[config.mk]
export PLATFORM = sky130hd
export DESIGN_NAME = imm_extend_pipe
export DESIGN_NICKNAME = d
export VERILOG_FILES = /design/src/rtl/imm_extend_pipe.sv
export SDC_FILE = /design/constraint.sdc
export NUM_CORES = 1
export LEC_CHECK = 0
export ABC_AREA = 1
export CORE_MARGIN = 5
export CORE_UTILIZATION = 52
export DETAILED_ROUTE_END_ITERATION = 16
export PLACE_DENSITY = 0.77
export SYNTH_ARGS = -nofsm -noshare
export SYNTH_HDL_FRONTEND = slang
export SYNTH_SLANG_ARGS = --single-unit
[constraint.sdc]
create_clock -name CLK -period 4.9 [get_ports CLK]
set_input_delay 0.735 -clock CLK [delete_from_list [all_inputs] [get_ports CLK]]
set_output_delay 0.735 -clock CLK [all_outputs]
set_load 0.05 [all_outputs]
[src/rtl/imm_extend_pipe.sv]
// Immediate extender with a DEPTH-entry output FIFO.
// Define IMMX_BRANCH_SCALE_EN to scale B/CBZ offsets by 4.
module imm_extend_pipe #(
    parameter int WIDTH = 64,
    parameter int DEPTH = 2
) (
    input  logic             CLK,
    input  logic             Reset_n,
    input  logic             InValid,
    output logic             InReady,
    input  logic [25:0]      Imm26,
    input  logic [2:0]       Ctrl,
    input  logic [WIDTH-1:0] OldVal,
    output logic             OutValid,
    input  logic             OutReady,
    output logic [WIDTH-1:0] BusImm,
    output logic             OutErr,
    output logic [7:0]       ErrCount
);

    localparam int PW = (DEPTH > 1) ? $clog2(DEPTH) : 1;
    localparam int CW = $clog2(DEPTH + 1);
    localparam logic [PW-1:0] PLAST = PW'(DEPTH - 1);
    localparam logic [CW-1:0] CFULL = CW'(DEPTH);

    logic [1:0]       hw;
    logic [5:0]       msh;
    logic             bad_hw;
    logic [WIDTH-1:0] movz;
    logic [WIDTH-1:0] mmask;
    logic [WIDTH-1:0] brb;
    logic [WIDTH-1:0] cbz;
    logic [WIDTH-1:0] res_d;
    logic             ill_d;

    assign hw     = Imm26[22:21];
    assign msh    = {hw, 4'b0000};
    assign bad_hw = (WIDTH == 32) && hw[1];
    assign movz   = {{(WIDTH-16){1'b0}}, Imm26[20:5]} << msh;
    assign mmask  = {{(WIDTH-16){1'b0}}, 16'hFFFF} << msh;

`ifdef IMMX_BRANCH_SCALE_EN
    assign brb = {{(WIDTH-28){Imm26[25]}}, Imm26, 2'b00};
    assign cbz = {{(WIDTH-21){Imm26[23]}}, Imm26[23:5], 2'b00};
`else
    assign brb = {{(WIDTH-26){Imm26[25]}}, Imm26};
    assign cbz = {{(WIDTH-19){Imm26[23]}}, Imm26[23:5]};
`endif

    always_comb begin
        res_d = '0;
        ill_d = 1'b0;
        unique case (Ctrl)
            3'b000: res_d = {{(WIDTH-12){Imm26[21]}}, Imm26[21:10]};
            3'b001: res_d = {{(WIDTH-9){Imm26[20]}}, Imm26[20:12]};
            3'b010: res_d = brb;
            3'b011: res_d = cbz;
            3'b100: res_d = movz;
            3'b101: res_d = (OldVal & ~mmask) | movz;
            3'b110: res_d = ~movz;
            3'b111: ill_d = 1'b1;
        endcase
        // Wide-move halfwords beyond a 32-bit result are illegal
        if (Ctrl[2] && (Ctrl[1:0] != 2'b11) && bad_hw)
            ill_d = 1'b1;
        if (ill_d)
            res_d = '0;
    end

    logic [WIDTH-1:0] imm_q [DEPTH];
    logic             ill_q [DEPTH];
    logic [PW-1:0]    wr_q, wr_d;
    logic [PW-1:0]    rd_q, rd_d;
    logic [CW-1:0]    cnt_q, cnt_d;
    logic [7:0]       ecnt_q, ecnt_d;
    logic             push;
    logic             pop;

    assign InReady  = (cnt_q < CFULL);
    assign OutValid = (cnt_q != '0);
    assign push     = InValid && InReady;
    assign pop      = OutValid && OutReady;

    always_comb begin
        wr_d   = wr_q;
        rd_d   = rd_q;
        cnt_d  = cnt_q;
        ecnt_d = ecnt_q;
        if (push)
            wr_d = (wr_q == PLAST) ? '0 : wr_q + PW'(1);
        if (pop)
            rd_d = (rd_q == PLAST) ? '0 : rd_q + PW'(1);
        if (push && !pop)
            cnt_d = cnt_q + CW'(1);
        else if (pop && !push)
            cnt_d = cnt_q - CW'(1);
        if (push && ill_d && (ecnt_q != 8'hFF))
            ecnt_d = ecnt_q + 8'd1;
    end

    always_ff @(posedge CLK) begin
        if (!Reset_n) begin
            wr_q   <= '0;
            rd_q   <= '0;
            cnt_q  <= '0;
            ecnt_q <= '0;
        end else begin
            wr_q   <= wr_d;
            rd_q   <= rd_d;
            cnt_q  <= cnt_d;
            ecnt_q <= ecnt_d;
        end
    end

    // Storage needs no reset: the count gates every read
    always_ff @(posedge CLK) begin
        if (push) begin
            imm_q[wr_q] <= res_d;
            ill_q[wr_q] <= ill_d;
        end
    end

    assign BusImm   = OutValid ? imm_q[rd_q] : '0;
    assign OutErr   = OutValid && ill_q[rd_q];
    assign ErrCount = ecnt_q;

endmodule
==> flow_summary_export.csv <==
group,metric,value,unit
placement,dp_slack,1.43,ns
detailed_routing,vias,8281,
global_route,grt_pass1_wl,41200,µm
placement,hpwl,17400,µm
timing,slew_headroom,0.184,
clocking,cts_tree,"built",
clocking,root_buffer,"clkbuf_16",
die,start_util,0.533,
die,die_h,138,µm
final_layout,final_common_cell,"nand2_1",
final_layout,instances_no_fill,1459,
pwr,leakage,4.45,nW
clocking,cts.sinks,143,
flow_run,cap_violations,0,
timing,period_share,0.734,
detailed_routing,drtIter0Drc,1054,
detailed_routing,wirelength,26500,µm
worst_setup_path,critical_path_class,"flip-flop to output port",
global_route,grt_pass1_vias,7790,
worst_hold_path,hold_class,"flip-flop to flip-flop",
detailed_routing,remaining_drc_errors,0,
yosys,syn_area_per_cell,7.66,µm²
final_layout,antenna_cells,0,
timing,max_slew.worst_pin.slew,1.22,ns
timing,fmax,278,MHz
global_route,grt_start_max_net_pins,66,
timing,slew_violations,0,
timing,setup_viol,0,
detailed_routing,drt-pass1-iter-count,5,
timing,rsz0062_at_grt,"false",
final_layout,area_growth,27.0,%
worst_setup_path,critical-path-slowest-cell,"clkdlybuf4s50_1",
clocking,clock_latency,0.43,ns
worst_setup_path,cp-end-kind,"output port",
detailed_routing,vias_per_cell,5.68,
worst_setup_path,worst_path_largest_cell_delay,0.83,ns
global_route,grt-ovfl-total,0,
clocking,clock_path_buffers,2,
die,die-area,19000,µm²
die,rows,46,
clocking,cts_setup_buffers,0,
clocking,clk_pin_slew,0.06,ns
run_status,run_status,"finished clean",
yosys,ys_top_cells_by_area,"edfxtp_1 (46%), nand2_1 (20%), a21oi_1 (6.8%), nor2_1 (3.3%), dfxtp_1 (3.1%)",
final_layout,fin_area,10800,µm²
final_layout,fin_nets,1329,
pwr,ir_drop,0.311,mV
clocking,cts_buffers,17,
yosys,postSynth.asyncResetShare,0,
placement,placed_area,10200,µm²
worst_setup_path,critPathBufInv,3,
yosys,yosys_warnings,0,
placement,numPortBuffers,171,
pwr,power.density,533,nW/µm²
detailed_routing,detail_route.wl_per_cell,18.1,µm
global_route,gr-usage-met1,0.379,
yosys,synth_top_area_share,0.459,
worst_setup_path,arrival,2.86,ns
placement,placed_cells,1427,
worst_setup_path,cp.required,4.16,ns
pwr,power.total,0.00576,W
die,core_area,15900,µm²
clocking,cts-resized-gates,0,
global_route,grtUsageMet2,0.451,
yosys,synth-seq-area-share,0.490,
final_layout,layout-drive-gt1-share,0.0652,
timing,setup_tns,0,ns
worst_setup_path,crit_family,"buffers and inverters",
timing,finalHoldViolations,0,
yosys,syn_inst,1110,
global_route,use_met3,0.0628,
yosys,synth_flop_cell,"edfxtp_1",
timing,setup_slack,1.31,ns
global_route,grt-busiest-layer,"met2",
die,ios,172,
yosys,syn-num-nets,1209,
placement,gp_congestion,0.915,
yosys,synth_edf_count,130,
yosys,synth.largest_area_cell,"edfxtp_1",
global_route,grt_usage,0.285,
yosys,synthesis.area,8500,µm²
clocking,holdBufCountCts,0,
worst_setup_path,crit_fanout,49,
final_layout,final_cell_mix,"nand2_1 (453), clkdlybuf4s50_1 (171), edfxtp_1 (130)",
clocking,htree_levels,4,
timing,min_period,3.59,ns
yosys,ys_ff_latch,143,
worst_setup_path,cp-start-kind,"flip-flop",
yosys,synth.distinct_cells,33,
global_route,antenna_found_initial,0,
worst_setup_path,path_cells,"inv_2 -> buf_4 -> nand2_1 -> a21oi_1 -> clkdlybuf4s50_1",
die,die_w,138,µm
detailed_routing,ant_nets,0,
timing,skew,0.00426,ns
==> state kept, by name, summed over array words and instances, names as in the netlist, named ones only <==
name and cells:
imm_q 128, ErrCount 8, cnt_q 2, wr_q 1
rd_q 1, ill_q 2
==> worst register-to-register path: cells and delay by family, from the launching register on <==
| family | cells | cell delay (ns) |
|---|---|---|
| flops | 1 | 0.33 |
| fa+ha+maj | 1 | 0.27 |
| buf+inv | 2 | 0.44 |
| compound gates | 3 | 0.32 |
| simple gates | 3 | 0.77 |
==> logic make-up (layout without fill, tap and decap cells) <==
kind of cell	Yosys count	after routing	synth area share
AND/OR/NAND/NOR	609	609	0.298
XOR/XNOR	4	4	0.00412
flip-flops	143	143	0.490
buffers and inverters	143	276	0.0746
AO/OA/AOI/OAI	209	209	0.130
adder cells (fa/ha/maj)	2	2	0.00294
==> per-layer routing <==
metal,part of all wire,vias up,routed length [µm]
met5,0,-,0
met4,0.030,0,785
met3,0.11,65,2940
met2,0.48,486,12600
met1,0.38,3797,10100
li1,-,3933,-
==> layout make-up <==
class | instances | area [µm²]
fillers | 1354 | 5150
flip-flops and latches | 143 | 4170
multi-input cells | 824 | 3720
repair buffers | 181 | 1790
clock buffers | 17 | 425
well taps | 216 | 270
inverters | 63 | 239
clock inverters | 15 | 185
==> through the flow <==
stage / utilization / hold WS (ns)
2_1_floorplan: - / 0.472
4_1_cts: 0.677 / 0.519
5_1_grt: 0.677 / 0.547
3_3_place_gp: 0.639 / 0.486
6_report: 0.677 / 0.518
3_5_place_dp: 0.639 / 0.510
==> where the power goes <==
group | total (W) | switching (W) | internal [W]
Sequential | 0.00165 | 0.0000548 | 0.00160
Clock | 0.00134 | 0.000534 | 0.000806
Combinational | 0.00277 | 0.00198 | 0.000791
Total | 0.00576 | 0.00256 | 0.00319
==> worst paths after layout <==
check / from / end / slack, ns / cells after the start
worst max-delay path: flip-flop / BusImm[11] / 1.31 / 5
worst min-delay path: ErrCount[3] / ErrCount[3] / 0.52 / 2
worst max register to register: cnt_q[1] / cnt_q[1] / 2.65 / 9
worst min register to register: ErrCount[3] / ErrCount[3] / 0.52 / 2
==> synthesized netlist by cell type (10+ instances only) <==
cell      number
a21oi_1      116
dfxtp_1       13
buf_2         27
inv_2         10
nand2_1      453
a31oi_1       39
nor2_1        74
clkbuf_1      35
nand3b_1      16
o21ai_0       46
edfxtp_1     130
inv_1         52
nand3_2       11
nand3_1       35
No activity file was read; power rests on OpenSTA's default activity.
==> edit, RTL diff (config.mk and constraints unchanged) <==
The option `IMMX_BRANCH_SCALE_EN` is turned on by a define.
--- a/src/rtl/imm_extend_pipe.sv
+++ b/src/rtl/imm_extend_pipe.sv
@@ -1,5 +1,7 @@
 // Immediate extender with a DEPTH-entry output FIFO.
 // Define IMMX_BRANCH_SCALE_EN to scale B/CBZ offsets by 4.
+`define IMMX_BRANCH_SCALE_EN
+
 module imm_extend_pipe #(
     parameter int WIDTH = 64,
     parameter int DEPTH = 2
Check against the original RTL: not equivalent (a bounded check fails within 4 cycles, from zero or initial values and one cycle with Reset_n low).
==> edit against the unedited design <==
  * Setup slack worse by 0.015 ns
  * Cell area increased by 2.2%
  * Critical path depth did not move
  * Routed wire length shrank 2.4%
  * Synthesized area grew 1.8%
  * Power increased by 2.0%
  * Sequential power about the same
  * Sequential cell count did not move
==> edit: results (changes against the unedited design) <==
dpl hpwl=17.0 mm (-2.2%); Starting DRT DRC Count=1137 (+7.9%); Seq/Total Area, Yosys=0.481 (-0.00857); Synthesis Warnings=0 (unchanged); initial antenna violation count=1 (+1); Clock Power=1.45 mW (+8%); Synth Area in Compound Gates=0.140 (+0.0100); Setup Skew=0.00612 ns (+0.00187 ns); fraction of synthesized area in multiplexers=0 (unchanged); clock root cell=clkbuf_16; worst path arrival time=2.87 ns (about the same); Slew headroom=0.318 (+0.135); vias in the first global route=7481 (-4.0%); total CTS buffers=17 (unchanged); H-tree depth=4 (unchanged); synth top area cells=edfxtp_1 45%, nand2_1 19%, a21oi_1 6.9%; Yosys cell types=34 (+3.0%); dpl cell area=10400 um2 (+1.8%); Lkg Pwr=4.50 nW (+1.0%); met3 wire length=2.81 mm (-4.5%); Post-synth top cells=429 x nand2_1, 130 x edfxtp_1, 119 x a21oi_1; Hold Path Class=reg2reg; Clk pwr share=0.247 (+0.014); setup slack at placement=1.60 ns (+0.178 ns); Post-Synth Adder-Cell Area=0.00289 (-0.0000515); wirelength, routed=25.8 mm (-2.4%); Peak VDD IR=0.000286 V (-8.2%); Internal=3.34 mW (+4.7%); post_cts resized=0 (unchanged); wire length of the first global-routing pass=40.2 mm (-2.4%); Layout Cells excl Fill=1463 (+0.27%); Top Layer Used=met5; Worst-Skew Late Latency=0.42 ns; DR vias=8219 (-0.75%); M1 WL=10.2 mm (+1.2%); global placement routability congestion=0.921 (+0.73%); met3 usage=0.0624 (-0.000406); met1 GRT Util=0.357 (-0.0213); XOR/XNOR Fraction of Synth Area=0.00405 (-0.0000721); GRT Total Usage=0.261 (-0.0236); drt pass-1 iters=6 (+1); Placed Cells=1431 (+0.28%); EDFF count, synth=130 (unchanged); status=finished clean; Comb power=2.77 mW (about the same); crit-path max FO=54 (+10%); Cells after Synth=1103 (-0.63%); met2 Use GR=0.412 (-0.0393); Final #Nets=1329 (unchanged); antenna cells=0 (unchanged); share of layout cells above drive strength 1=0.0772 (+0.0121); Crit path max-delay family=buffers and inverters; Mapped Nets=1202 (-0.58%); crit path max-delay cell type=clkdlybuf4s50_1; met2 WL=12.1 mm (-4.3%); asr flop ratio synth=0 (unchanged)
[edit: path summary, 6_finish.rpt]
kind	startpoint	end	slack [ns]
setup / recovery	register	BusImm[30]	1.29
hold / removal	ErrCount[3]$_SDFFE_PN0P_	ErrCount[3]$_SDFFE_PN0P_	0.52
setup reg to reg	cnt_q[1]$_SDFFE_PN0P_	cnt_q[1]$_SDFFE_PN0P_	2.79
hold reg to reg	ErrCount[3]$_SDFFE_PN0P_	ErrCount[3]$_SDFFE_PN0P_	0.52
[edit: area by class of cell]
| type | count | area, um2 |
|---|---|---|
| fill | 1385 | 5430 |
| sequential | 143 | 4170 |
| multi-input combinational | 821 | 3880 |
| timing repair buffer | 181 | 1790 |
| clock buffer | 17 | 425 |
| tap | 220 | 275 |
| inverter | 66 | 255 |
| clock inverter | 15 | 243 |
[edit: worst min-delay path, stage by stage (launching register included)]
cell and delay [ns]:
dfxtp_1 0.34, nand2_1 0.07, a21oi_1 0.06
